**src/rtl/serial_cmd_ctrl.sv**
```systemverilog
// rtl/serial_cmd_ctrl.sv - two-byte UART command framer with ack/nack and LED status flags
// Optional GET_CMD timeout is built when SERIAL_CMD_TIMEOUT_EN is defined.
module serial_cmd_ctrl #(
    parameter int unsigned TIMEOUT_CYC = 5_000_000,
    parameter logic [7:0]  CMD_MAX     = 8'h0F
) (
    input  logic       clk,
    input  logic       reset,
    input  logic [7:0] rx_data,
    input  logic       rx_valid,
    input  logic       rx_err,
    input  logic       tx_busy,
    output logic [7:0] tx_data,
    output logic       tx_start,
    output logic [4:0] cmd_addr,
    output logic [7:0] cmd_code,
    output logic       cmd_valid,
    output logic       WAIT,
    output logic       error,
    output logic       rst_ind
);

    typedef enum logic [1:0] {IDLE, GET_CMD, SEND, ERR} state_t;

    localparam logic [7:0] NACK = 8'hEE;

    state_t     state, state_nxt;
    logic       pending, pending_nxt;
    logic [4:0] addr_q, addr_nxt;
    logic [7:0] tx_data_nxt;
    logic       tx_start_nxt;
    logic [4:0] cmd_addr_nxt;
    logic [7:0] cmd_code_nxt;
    logic       cmd_valid_nxt;
    logic       rst_ind_nxt;
    logic       byte_in;
    logic       addr_byte;
    logic       go_err;
    logic       go_send;
    logic       timed_out;

    // rx_err wins over a byte arriving in the same cycle
    assign byte_in = rx_valid && !rx_err;

`ifdef SERIAL_CMD_TIMEOUT_EN
    localparam int CW = (TIMEOUT_CYC > 1) ? $clog2(TIMEOUT_CYC) : 1;
    localparam logic [CW-1:0] CNT_LAST = CW'(TIMEOUT_CYC - 1);

    logic [CW-1:0] cnt;

    // Only GET_CMD advances the counter, so every entry starts from zero
    always_ff @(posedge clk or posedge reset) begin
        if (reset) begin
            cnt <= '0;
        end else if (state_nxt == GET_CMD && state == GET_CMD) begin
            cnt <= cnt + CW'(1);
        end else begin
            cnt <= '0;
        end
    end

    assign timed_out = (state == GET_CMD) && (cnt == CNT_LAST);
`else
    assign timed_out = 1'b0;
`endif

    always_ff @(posedge clk or posedge reset) begin
        if (reset) begin
            state     <= IDLE;
            pending   <= 1'b0;
            addr_q    <= '0;
            tx_data   <= 8'h00;
            tx_start  <= 1'b0;
            cmd_addr  <= '0;
            cmd_code  <= '0;
            cmd_valid <= 1'b0;
            WAIT      <= 1'b0;
            error     <= 1'b0;
            rst_ind   <= 1'b1;
        end else begin
            state     <= state_nxt;
            pending   <= pending_nxt;
            addr_q    <= addr_nxt;
            tx_data   <= tx_data_nxt;
            tx_start  <= tx_start_nxt;
            cmd_addr  <= cmd_addr_nxt;
            cmd_code  <= cmd_code_nxt;
            cmd_valid <= cmd_valid_nxt;
            WAIT      <= (state_nxt == GET_CMD) || (state_nxt == SEND);
            error     <= (state_nxt == ERR);
            rst_ind   <= rst_ind_nxt;
        end
    end

    always_comb begin
        state_nxt     = state;
        pending_nxt   = pending;
        addr_nxt      = addr_q;
        tx_data_nxt   = tx_data;
        tx_start_nxt  = 1'b0;
        cmd_addr_nxt  = cmd_addr;
        cmd_code_nxt  = cmd_code;
        cmd_valid_nxt = 1'b0;
        rst_ind_nxt   = rst_ind;
        addr_byte     = 1'b0;
        go_err        = 1'b0;
        go_send       = 1'b0;

        case (state)
            IDLE: begin
                addr_byte = byte_in;
            end
            GET_CMD: begin
                if (byte_in) begin
                    if (rx_data <= CMD_MAX) begin
                        go_send = 1'b1;
                    end else begin
                        go_err = 1'b1;
                    end
                end else if (timed_out) begin
                    go_err = 1'b1;
                end
            end
            SEND: begin
                if (!pending) begin
                    state_nxt = IDLE;
                end else if (!tx_busy) begin
                    tx_start_nxt = 1'b1;
                    pending_nxt  = 1'b0;
                end
            end
            ERR: begin
                // Bytes are ignored until this entry's nack has gone out
                if (pending) begin
                    if (!tx_busy) begin
                        tx_start_nxt = 1'b1;
                        pending_nxt  = 1'b0;
                    end
                end else begin
                    addr_byte = byte_in;
                end
            end
            default: begin
                state_nxt = IDLE;
            end
        endcase

        if (addr_byte) begin
            if (rx_data[7:5] == 3'b000) begin
                addr_nxt  = rx_data[4:0];
                state_nxt = GET_CMD;
            end else begin
                go_err = 1'b1;
            end
        end

        // The response byte is requested on entry when the transmitter is free,
        // otherwise pending holds it until tx_busy drops.
        if (go_send) begin
            cmd_addr_nxt  = addr_q;
            cmd_code_nxt  = rx_data;
            cmd_valid_nxt = 1'b1;
            tx_data_nxt   = {4'hA, rx_data[3:0]};
            rst_ind_nxt   = 1'b0;
            state_nxt     = SEND;
            tx_start_nxt  = !tx_busy;
            pending_nxt   = tx_busy;
        end

        if (go_err || rx_err) begin
            state_nxt    = ERR;
            tx_data_nxt  = NACK;
            tx_start_nxt = !tx_busy;
            pending_nxt  = tx_busy;
        end
    end

endmodule
```
**config.mk**
```make
export PLATFORM = sky130hd
export DESIGN_NAME = serial_cmd_ctrl
export DESIGN_NICKNAME = d
export VERILOG_FILES = /design/src/rtl/serial_cmd_ctrl.sv
export SDC_FILE = /design/constraint.sdc
export NUM_CORES = 1
export LEC_CHECK = 0
export ABC_AREA = 1
export CORE_UTILIZATION = 35
export CTS_BUF_LIST = sky130_fd_sc_hd__clkbuf_8
export DETAILED_ROUTE_END_ITERATION = 7
export PLACE_DENSITY = 0.7
export RECOVER_POWER = 100
export SYNTH_ARGS = -nofsm -noshare
export SYNTH_HDL_FRONTEND = slang
export SYNTH_SLANG_ARGS = --single-unit
```
**constraint.sdc**
```tcl
create_clock -name clk -period 2.8 [get_ports clk]
set_input_delay 0.28 -clock clk [delete_from_list [all_inputs] [get_ports clk]]
set_output_delay 0.28 -clock clk [all_outputs]
set_load 0.05 [all_outputs]
```
Yosys cells after proc, flatten, opt, wreduce, memory -nomap -nowiden:

Index checks and enable logic that the tools add are counted.

* register bits: 34
* latch bits: 0
* bits in writable memories: 0
* memory bits (read-only): 0
* output and inout port bits: 26
* memories kept: 0

* add/sub/neg operators: 0
* multiply operators: 0
* div/mod/pow operators: 0
* $lt $le $gt $ge: 1
* equality and inequality tests: 6
* shifts and indexed selects: 0
* muxes and demuxes: 29
* bitwise operators: 0
* reductions and logical operators: 11

Operators by type and width (count)
* 2-to-1 mux 1 bit: 20
* 2-to-1 mux 8 bit: 2
* 2-to-1 mux 2 bit: 6
* equality test 2 bit, second input constant: 4
* less-or-equal comparator 8 x 4 -> 1 bit, second input constant: 1
* equality test 2 x 1 -> 1 bit, second input constant: 2
* zero test 3 bit: 1
* nonzero test 3 bit: 1
* zero test 1 bit: 2
* zero test 2 bit: 1
* logical OR 1 bit: 2
* one-hot mux 1 bit (2 select lines): 1
* AND reduction 2 bit: 1
* nonzero test 2 bit: 1
* OR reduction 2 bit: 1
* logical AND 1 bit: 1

Depth between registers and ports, before layout:

Gate-level depths: netlist (run 1).

* word-level depth: 10
* mapped depth: 9
* mapped depth without buffers: 9

Worst setup path before layout (run 1):

No wires, ideal clock.

* path kind: reg-to-reg
* start point: register state[1]
* end point: register WAIT
* data arrival time: 1.529 ns
* data required time: 2.674 ns
* path slack: 1.145 ns
* stages on the path, launching flop included: 10
* clock period less this slack: 1.655 ns
* cell sequence: dfrtp_1 -> inv_1 -> ha_1 -> nand3_4 -> nor2_8 -> inv_2 -> buf_6 -> nand2_1 -> nand2_1 -> ha_1

* cells in the longest elaborated chain, start to end: 8
* elaborated cells between the ends (all ways): 19

RTL lines
* start: declaration: RTL line 27 `state_t state, state_nxt;`
* start signal: assignment: RTL line 81 `state <= state_nxt;`
* equality test 2 bit / equality test 2 x 1 -> 1 bit (equally long branches): RTL line 109 `case (state)`
* 2-to-1 mux 2 bit / 2-to-1 mux 1 bit (equally long branches): RTL line 109
* 2-to-1 mux 2 bit / 2-to-1 mux 1 bit (equally long branches): RTL line 149 `if (rx_data[7:5] == 3'b000) begin`
* 2-to-1 mux 2 bit / 2-to-1 mux 1 bit (equally long branches): RTL line 148 `if (addr_byte) begin`
* 2-to-1 mux 2 bit / logical OR 1 bit (equally long branches): RTL line 159, 170
* 2-to-1 mux 2 bit *: RTL line 170 `if (go_err || rx_err) begin`
* via state_nxt[0]: RTL line 27
* equality test 2 x 1 -> 1 bit / equality test 2 bit (equally long branches): RTL line 89 `WAIT <= (state_nxt == GET_CMD) || (state_nxt == SEND);`
* logical OR 1 bit *: RTL line 89
* end signal: assignment: RTL line 89
* end: declaration: RTL line 18 `output logic WAIT,`

The timed path passes the listed nets; every way through them passes the cells marked *.
A chain may end at the register's enable or synchronous reset.

Worst setup path in the final report (run 1):

Ends and elaborated chain as after synthesis.

==> metrics.md, run 1 <==
| Metric | Value |
|---|---|
| Register area | 802.0 um2 |
| Routed WL | 2.706 mm |
| Initial DRC Count | 24 |
| Port Buffer Count | 37 |
| Max-Slew Margin vs Limit | -9.512% |
| Final hold vios | 0 |
| Htree depth | 2 |
| RSZ-0062 raised after global routing | no |
| Die ar. | 4297 um2 |
| Final cycle utilization of the critical path | 75.35% |
| Syn nets | 170 |
| Vias | 1087 |
| Synthesized area | 1414 um2 |
| GR Util met1 | 19.58% |
| Vias in the first global route | 1022 |
| Number of vias per cell | 4.510 |
| Busiest grt layer | met2 |
| Global routing usage on met2 | 23.07% |
| Worst skew pair latency | 0.28 ns |
| Core area | 3771 um2 |
| Setup crit start kind | flop |
| Met3 usage | 5.208% |
| Crit Path Max Fanout | 18 |
| Antenna-violating nets left | 0 |
| I/O pin total | 39 |
| Die Wd | 65.56 um |
| Leak | 0.9905 nW |
| Largest family of logic cells by synthesized area | simple AND/OR/NAND/NOR gates |
| Sequential share of the synthesized area | 56.73% |
| Clk root buf | clkbuf_8 |
| Post-Route Skew | 0.004779 ns |
| Clock transition at path regs | 0.06 ns |
| Worst Hold Launch | rst_ind |
| Multi-input logic area | 464.2 um2 |
| Global-route wire length before repair | 4.761 mm |
| Setup Total Neg Slack | 0 ns |
| Setup crit end kind | flop |
| Adder-cell share of the synthesized area | 4.425% |
| CTS tree | yes |
| Share of post-route cells with drive strength above 1 | 8.808% |
| Post-DR wirelength/cell | 11.23 um |
| Area post-placement | 1818 um2 |
| Mux cell area share after synthesis | 0% |
| Peak supply drop | 0.0003164 V |
| Status | complete, but fails checks |
| #FFs+latches synth | 32 |
| Remaining routing DRC violations | 0 |
| Reg2Reg Setup Slack | 0.69 ns |
| Layout area overhead | 31.59% |
| Placed cell count | 234 |
| Setup violations, final | 0 |
| XOR/XNOR Fraction of Synth Area | 0% |
| Distinct cells, synth | 22 |
| Hold WC Path Type | flop to flop |
| Clock sinks | 32 |
| DIE HEIGHT | 65.56 um |
| Compound-cell area share of the yosys netlist | 4.690% |
| YS warnings | 0 |
| Post-route cell area | 1861 um2 |
| DRT Pass-1 Iters | 4 |
| Layout Nets | 211 |
| Worst Hold Path Cells | 2 |
| Gr usage total | 15.21% |
| Failing checks | max-capacitance violations, max-slew violations |
| HPWL after detailed placement | 2.053 mm |
| Largest net degree at the start of global routing | 33 |
| Pwr/cell area | 487.5 nW/um2 |
| GRT overflow | 0 |
| Worst Hold End | rst_ind |
| Worst Tran Pin Value | 1.643 ns |
| Num CTS Buffers | 5 |
| Post_cts resized | 0 |
| Routability cong. | 0.8210 |
| Hold Slack | 0.4425 ns |
| R2R Path Start | state[1] |
| R2R depth | 8 |
| Final cell count without fillers | 241 |
| Initial core utilization | 37.49% |
| Critical path class | flop to flop |
| Initial antenna violation count | 0 |
| Row count | 22 |
| Fillers | 379 |
| Slew Viols, Final | 33 |
| Average footprint of a synthesized cell | 9.302 um2 |
| # diodes | 0 |
| Max cap viols | 1 |
| CP Data Arrival Time | 2.27 ns |
| Area share of and/or/nand/nor cells after synthesis | 25.66% |
| Cts hold-fix bufs | 0 |
| CTS max path bufs | 2 |
| Minimum clock period after layout | 2.110 ns |
| Max frequency | 474.0 MHz |
| Setup Buffers After CTS | 0 |
| R2r endpoint | WAIT |
| CP required | 2.97 ns |
| Post-Synthesis Cells | 152 |
-- sequential cells by signal (all words and copies together), names as in the netlist --
signal / count
addr_q: 5
error: 1
cmd_valid: 1
cmd_code: 8
pending: 1
tx_data: 6
WAIT: 1
state: 2
tx_start: 1
cmd_addr: 5
rst_ind: 1
-- per-layer routing --
| layer | wire length [um] | share of wire [%] |
|---|---|---|
| met1 | 1239 | 46 |
| met2 | 1242 | 46 |
| met3 | 172 | 6.4 |
| met4 | 51 | 1.9 |
| met5 | 0 | 0 |
-- layout make-up --
class,instances,area share [%]
Timing Repair Buffer,38,20.11
Multi-Input combinational cell,94,24.95
Clock inverter,2,0.4707
Clock buffer,5,3.699
Sequential cell,32,43.11
Inverter,22,4.438
Tap cell,48,3.228
-- cell usage after synthesis --
cell / n / area [um2]
nor2_2: 3 / 18.77
or2_2: 1 / 6.260
nand2_1: 52 / 195.2
a21oi_2: 1 / 8.760
nand3_4: 1 / 17.52
buf_4: 3 / 22.52
o21ai_0: 8 / 40.04
nor2_1: 7 / 26.28
nand3_1: 6 / 30.03
nor2_4: 1 / 11.26
dfstp_2: 1 / 26.28
buf_6: 1 / 11.26
ha_1: 5 / 62.56
nand4_2: 1 / 12.51
conb_1: 1 / 3.750
inv_1: 17 / 63.81
o21ai_2: 2 / 17.52
nor2_8: 1 / 20.02
nand2_2: 3 / 18.77
nand4_1: 1 / 6.260
inv_2: 5 / 18.77
dfrtp_1: 31 / 775.7
-- worst max-delay path by stage --
| stage | startpoint | endpoint | depth (start not counted) |
|---|---|---|---|
| CTS | rst_ind | rst_ind | 1 |
| global route | reset | tx_data[1] | 3 |
| global placement | rx_data[4] | WAIT | 8 |
| detailed placement | rx_valid | WAIT | 7 |
| finish | state[1] | WAIT | 8 |
| floorplan | state[1] | WAIT | 9 |
-- cells in the final DEF, fill, tap and decap left out --
| cell | n |
|---|---|
| a21oi_1 | 1 |
| clkbuf_1 | 1 |
| clkbuf_8 | 5 |
| clkdlybuf4s50_1 | 11 |
| clkinv_2 | 1 |
| conb_1 | 1 |
| dfrtp_1 | 31 |
| dfstp_2 | 1 |
| dlygate4sd3_1 | 26 |
| ha_1 | 5 |
| inv_1 | 21 |
| inv_2 | 2 |
| nand2_1 | 53 |
| nand2_2 | 2 |
| nand3_1 | 7 |
| nand4_1 | 2 |
| nor2_1 | 8 |
| nor2_2 | 2 |
| nor2_4 | 1 |
| nor2_8 | 1 |
| o21ai_0 | 9 |
| o21ai_2 | 1 |
| or2_2 | 1 |
-- kinds of logic after synthesis --
family,after synthesis
adders and majority gates,5
and+or+nand+nor,77
DFF,32
AOI/OAI and AO/OA,11
buffers and inverters,26
other,1
-- metrics by stage --
step | power [mW] | setup slack, ns | utilization (%)
2_1_floorplan | 0.5634 | 1.145 | -
3_3_place_gp | 0.6014 | 0.8300 | 48.21
3_5_place_dp | 0.6044 | 0.7933 | 48.21
4_1_cts | 0.9278 | 0.8976 | 50.27
5_1_grt | 0.9521 | 0.4112 | 49.34
6_report | 0.9071 | 0.6902 | 49.34
-- critical path, cell delays in order, from the launching register on --
cell and delay (ns):
dfrtp_1 0.42, inv_1 0.09, ha_1 0.15, nand3_1 0.22
nor2_8 0.33, inv_1 0.29, nand2_1 0.14, nand2_1 0.07
ha_1 0.29
-- where the power goes --
group / switching [mW] / total [mW] / internal, mW
logic: 0.0589 / 0.0937 / 0.0348
clock network: 0.154 / 0.319 / 0.165
registers: 0.00913 / 0.494 / 0.485
No activity file was read; power rests on OpenSTA's default activity.
==> inputs of run 2 (changes only) <==
--- a/config.mk
+++ b/config.mk
@@ -9,7 +9,7 @@
 export CORE_UTILIZATION = 35
 export CTS_BUF_LIST = sky130_fd_sc_hd__clkbuf_8
 export DETAILED_ROUTE_END_ITERATION = 7
-export PLACE_DENSITY = 0.7
+export PLACE_DENSITY = 0.73
 export RECOVER_POWER = 100
 export SYNTH_ARGS = -nofsm -noshare
 export SYNTH_HDL_FRONTEND = slang
==> constraint.sdc (replaced) <==
create_clock -name clk -period 1.7 [get_ports clk]
set_input_delay 0.17 -clock clk [delete_from_list [all_inputs] [get_ports clk]]
set_output_delay 0.17 -clock clk [all_outputs]
set_load 0.05 [all_outputs]
==> run 2 against run 1 <==
The run now ends clean. Combinational power up 87%. Worst hold slack better by 0.0026 ns. Final area up 8.9%. First-iteration DRC count up 130%. Utilization up 4.4 points. Clock power up 120%. Die area unchanged. Count of clock-buffer cells in the layout unchanged.
==> metrics.md, run 2 (synthesized netlist as in run 1, its figures left out) <==
| Metric | Value |
|---|---|
| Status | completed |
| Worst path slowest cell | clkdlybuf4s50_1 |
| Number of vias per cell | 4.312 |
| Slew Viols, Final | 0 |
| Gr usage total | 15.61% |
| Top reg by flops | cmd_code |
| Layout Nets | 219 |
| Crit Path Max Fanout | 2 |
| Minimum clock period after layout | 1.649 ns |
| Routed WL | 2.862 mm |
| Share of post-route cells with drive strength above 1 | 20.79% |
| Leak | 1.029 nW |
| Max frequency | 606.6 MHz |
| Top cell family by delay on the critical path | buffers and inverters |
| Post-DR wirelength/cell | 11.45 um |
| Crit-path max cell delay | 0.82 ns |
| Setup crit end kind | primary output |
| # diodes | 0 |
| Vias | 1078 |
| CTS tree | yes |
| Critical path class | flop to primary output |
| Global-route wire length before repair | 4.857 mm |
| Clock transition at path regs | 0.07 ns |
| Setup crit start kind | flop |
| Area post-placement | 1881 um2 |
| Post-route cell area | 2027 um2 |
| Total power | 1.705 mW |
| DIE HEIGHT | 65.56 um |
| Die ar. | 4297 um2 |
| Most common cell after layout, fill and taps aside | nand2_1 |
| I/O pin total | 39 |
| Max reg flops | 8 |
| DRT Pass-1 Iters | 4 |
| Port Buffer Count | 37 |
| Pwr/cell area | 841.0 nW/um2 |
| CP Data Arrival Time | 1.48 ns |
| Initial DRC Count | 55 |
| Setup violations, final | 0 |
| Final cycle utilization of the critical path | 96.98% |
| Max-Slew Margin vs Limit | 49.64% |
| Vias in the first global route | 1057 |
| CP required | 1.53 ns |
| Cts hold-fix bufs | 0 |
| Max cap viols | 0 |
| CTS max path bufs | 2 |
| Initial antenna violation count | 0 |
| GRT overflow | 0 |
| Routability cong. | 0.8127 |
| Num CTS Buffers | 5 |
| Post-Route Skew | 0.003386 ns |
| Antenna-violating nets left | 0 |
| Most frequent cells in the layout | 52 x nand2_1, 32 x clkdlybuf4s50_1, 30 x dfrtp_1 |
| Final hold vios | 0 |
| Bufs and invs on worst path | 1 |
| Hold WC Path Type | flop to flop |
| Clk root buf | clkbuf_8 |
| Largest regs | cmd_code x8, tx_data x6 |
| Critical Path, Cell by Cell | clkdlybuf4s50_1 |
| Peak supply drop | 0.0004602 V |
| Initial core utilization | 37.49% |
| Die Wd | 65.56 um |
| Remaining routing DRC violations | 0 |
| Largest net degree at the start of global routing | 33 |
| HPWL after detailed placement | 2.067 mm |
| Clock sinks | 32 |
| Post_cts resized | 0 |
| Worst Tran Pin Value | 0.7554 ns |
| Htree depth | 2 |
| Row count | 22 |
| Worst skew pair latency | 0.28 ns |
| Setup Buffers After CTS | 0 |
| Layout area overhead | 43.36% |
| Core area | 3771 um2 |
==> run 2: worst paths after layout <==
kind | slack, ns | startpoint | endpoint | depth (start not counted)
worst max-delay path | 0.05 | tx_data[1] | tx_data[1] | 1
worst min-delay path | 0.45 | rst_ind | rst_ind | 2
worst max register to register | 0.08 | state[0] | WAIT | 9
worst min register to register | 0.45 | rst_ind | rst_ind | 2
max in group asynchronous | 0.63 | reset | state[0] | 3
min in group asynchronous | 0.54 | reset | cmd_code[5] | 3
==> run 2: layout make-up <==
cell class              instances  area, um2
fillers                       368       1744
flip-flops and latches         32      803.3
multi-input cells              94      546.8
repair buffers                 46      422.9
inverters                      22      82.58
clock buffers                   5      68.82
well taps                      48      60.06
clock inverters                 3      42.54
==> run 2: report_power, final <==
group	leakage (nW)	internal, mW	switching [mW]
clock network	0.0541	0.433	0.282
logic	0.605	0.0695	0.105
registers	0.370	0.799	0.0166
==> run 2: layer usage <==
metal	routed length (um)	part of all wire [%]	track usage [%]
met5	0	0	0
met4	27	0.94	4.891
met3	130	4.5	5.729
met2	1404	49	24.61
met1	1301	45	19.80
==> run 2: metrics by stage <==
step                utilization, %  setup WS (ns)   TNS, ns  instances  hold slack (ns)
CTS                          52.82        0.01218         0        250           0.2827
detailed placement           49.87       -0.02764  -0.02764        242           0.4421
finish                       53.75        0.05140         0        250           0.4451
global placement             49.87       0.004845         0        242           0.4320
floorplan                        -        0.04503         0        152           0.2521
global route                 53.75       -0.02813  -0.02813        250           0.4613
==> inputs of run 3 (changes only) <==
--- a/config.mk
+++ b/config.mk
@@ -9,7 +9,8 @@
 export CORE_UTILIZATION = 35
 export CTS_BUF_LIST = sky130_fd_sc_hd__clkbuf_8
 export DETAILED_ROUTE_END_ITERATION = 7
-export PLACE_DENSITY = 0.73
+export HOLD_SLACK_MARGIN = 0.03
+export PLACE_DENSITY = 0.67
 export RECOVER_POWER = 100
 export SYNTH_ARGS = -nofsm -noshare
 export SYNTH_HDL_FRONTEND = slang
==> run 3 against run 2 <==
Non-clock buffer count grew 4. Clock skew grew 0.0033 ns. Final area shrank 0.62%. Clock power hardly changed. Combinational power hardly changed.
==> metrics.md, run 3 (synthesized netlist as in run 1, its figures left out) <==
| Metric | Value |
|---|---|
| DRT Pass-1 Iters | 4 |
| Final hold vios | 0 |
| Final cycle utilization of the critical path | 96.02% |
| Row count | 22 |
| DIE HEIGHT | 65.56 um |
| Max reg flops | 8 |
| R2R Path Start | state[0] |
| Max frequency | 612.6 MHz |
| Number of vias per cell | 4.484 |
| Critical path class | flop to flop |
| Crit-path max cell delay | 0.43 ns |
| Largest net degree at the start of global routing | 33 |
| Logic pwr share | 10.4% |
| Reg2Reg Setup Slack | 0.07 ns |
| Cts hold-fix bufs | 0 |
| Worst Hold Launch | rst_ind |
| Vias | 1139 |
| CP Data Arrival Time | 1.80 ns |
| Int Power | 1.303 mW |
| Hold WC Path Type | flop to flop |
| Leak | 1.047 nW |
| NetSw | 0.4039 mW |
| Initial DRC Count | 22 |
| Total power | 1.707 mW |
| CTS max path bufs | 2 |
| GRT overflow | 0 |
| Switching Share | 23.66% |
| Worst skew pair latency | 0.29 ns |
| Routed WL | 2.871 mm |
| Remaining routing DRC violations | 0 |
| Initial core utilization | 37.49% |
| Max-Slew Margin vs Limit | 49.13% |
| Die ar. | 4297 um2 |
| CTS tree | yes |
| Critical Path, Cell by Cell | buf_4 -> ha_1 -> nand2_1 -> nand2_2 -> nand3_2 -> nand2_2 -> nor2_4 -> o21ai_1 -> ha_1 |
| Antenna-violating nets left | 0 |
| Clock network power share | 41.9% |
| R2r endpoint | WAIT |
| Setup Total Neg Slack | 0 ns |
| Worst Hold End | rst_ind |
| Routability cong. | 0.8753 |
| Clock sinks | 32 |
| Global-route wire length before repair | 4.871 mm |
| Layout area overhead | 42.48% |
| Top reg by flops | cmd_code |
| Largest regs | cmd_code x8, tx_data x6 |
| Worst path slowest cell | dfrtp_1 |
| Max cap viols | 0 |
| Post-Route Skew | 0.006697 ns |
| Worst Hold Path Cells | 2 |
| Post-DR wirelength/cell | 11.30 um |
| Num CTS Buffers | 5 |
| Vias in the first global route | 1145 |
| Initial antenna violation count | 0 |
| Most common cell after layout, fill and taps aside | nand2_1 |
| Setup violations, final | 0 |
| Slew Viols, Final | 0 |
| Htree depth | 2 |
| Most frequent cells in the layout | 50 x nand2_1, 34 x clkdlybuf4s50_1, 31 x dfrtp_1 |
| Port Buffer Count | 37 |
| Peak supply drop | 0.0004379 V |
| Worst Tran Pin Value | 0.7630 ns |
| Layout Nets | 223 |
| CP required | 1.87 ns |
| Gr usage total | 15.33% |
| Die Wd | 65.56 um |
| Setup crit start kind | flop |
| Sequential power share | 47.8% |
| Clk root buf | clkbuf_8 |
| HPWL after detailed placement | 2.101 mm |
| Share of post-route cells with drive strength above 1 | 22.33% |
| Minimum clock period after layout | 1.632 ns |
| Crit Path Max Fanout | 4 |
| Pwr/cell area | 847.4 nW/um2 |
| R2R depth | 9 |
| Clock transition at path regs | 0.07 ns |
| I/O pin total | 39 |
| # diodes | 0 |
| Status | completed |
| Setup crit end kind | flop |
| Core area | 3771 um2 |
## run 3: cell type report
type | count | area [um2]
clock buffers | 5 | 68.82
fillers | 355 | 1757
well taps | 48 | 60.06
clock inverters | 3 | 42.54
flip-flops and latches | 32 | 802.0
repair buffers | 50 | 450.4
inverters | 22 | 82.58
multi-input cells | 94 | 508.0
## run 3: worst max path at each step
stage,slack [ns],start,to,cells after the start
4_1_cts,0.02,state[1],WAIT,9
3_3_place_gp,0.04,rx_data[4],WAIT,8
6_report,0.07,state[0],WAIT,9
3_5_place_dp,0.003,rx_data[4],WAIT,8
5_1_grt,-0.01,state[0],WAIT,9
2_1_floorplan,0.05,state[1],WAIT,9
## run 3: power by group through the flow
stage               combinational [mW]  sequential (mW)  clock [mW]
floorplan                       0.0797            0.848           0
global route                     0.195            0.819       0.774
detailed placement               0.175            0.830           0
finish                           0.177            0.815       0.715
CTS                              0.177            0.816       0.739
global placement                 0.170            0.828           0
## run 3: what timing repair did
action,in CTS,in global routing
resized for setup,0,6
setup endpoints to repair,0,2
buffers inserted,0,4
## run 3: per-stage QoR
| step | setup WS (ns) | util [%] | hold slack, ns | instances | area [um2] |
|---|---|---|---|---|---|
| after floorplan | 0.04503 | - | 0.2521 | 152 | 1414 |
| after global placement | 0.03886 | 49.67 | 0.4316 | 242 | 1873 |
| after detailed placement | 0.003094 | 49.67 | 0.4419 | 242 | 1873 |
| after CTS | 0.01638 | 52.62 | 0.2637 | 250 | 1984 |
| after global routing | -0.01332 | 53.42 | 0.4699 | 254 | 2014 |
| final | 0.06773 | 53.42 | 0.4476 | 254 | 2014 |
## run 3: critical path, delay by kind of cell, from the launching register on
family / cells / cell delay (ns)
AO/OA/AOI/OAI: 1 / 0.07
adder cells (fa/ha/maj): 2 / 0.47
buffers and inverters: 1 / 0.15
flip-flops: 1 / 0.43
AND/OR/NAND/NOR: 5 / 0.39
## run 3: layer usage
metal / GRT usage, % / vias to the layer above / wire length, um
li1: - / 562 / -
met5: 0 / - / 0
met1: 15.96 / 540 / 1235
met4: 6.522 / 0 / 45
met2: 27.71 / 33 / 1421
met3: 5.208 / 4 / 169
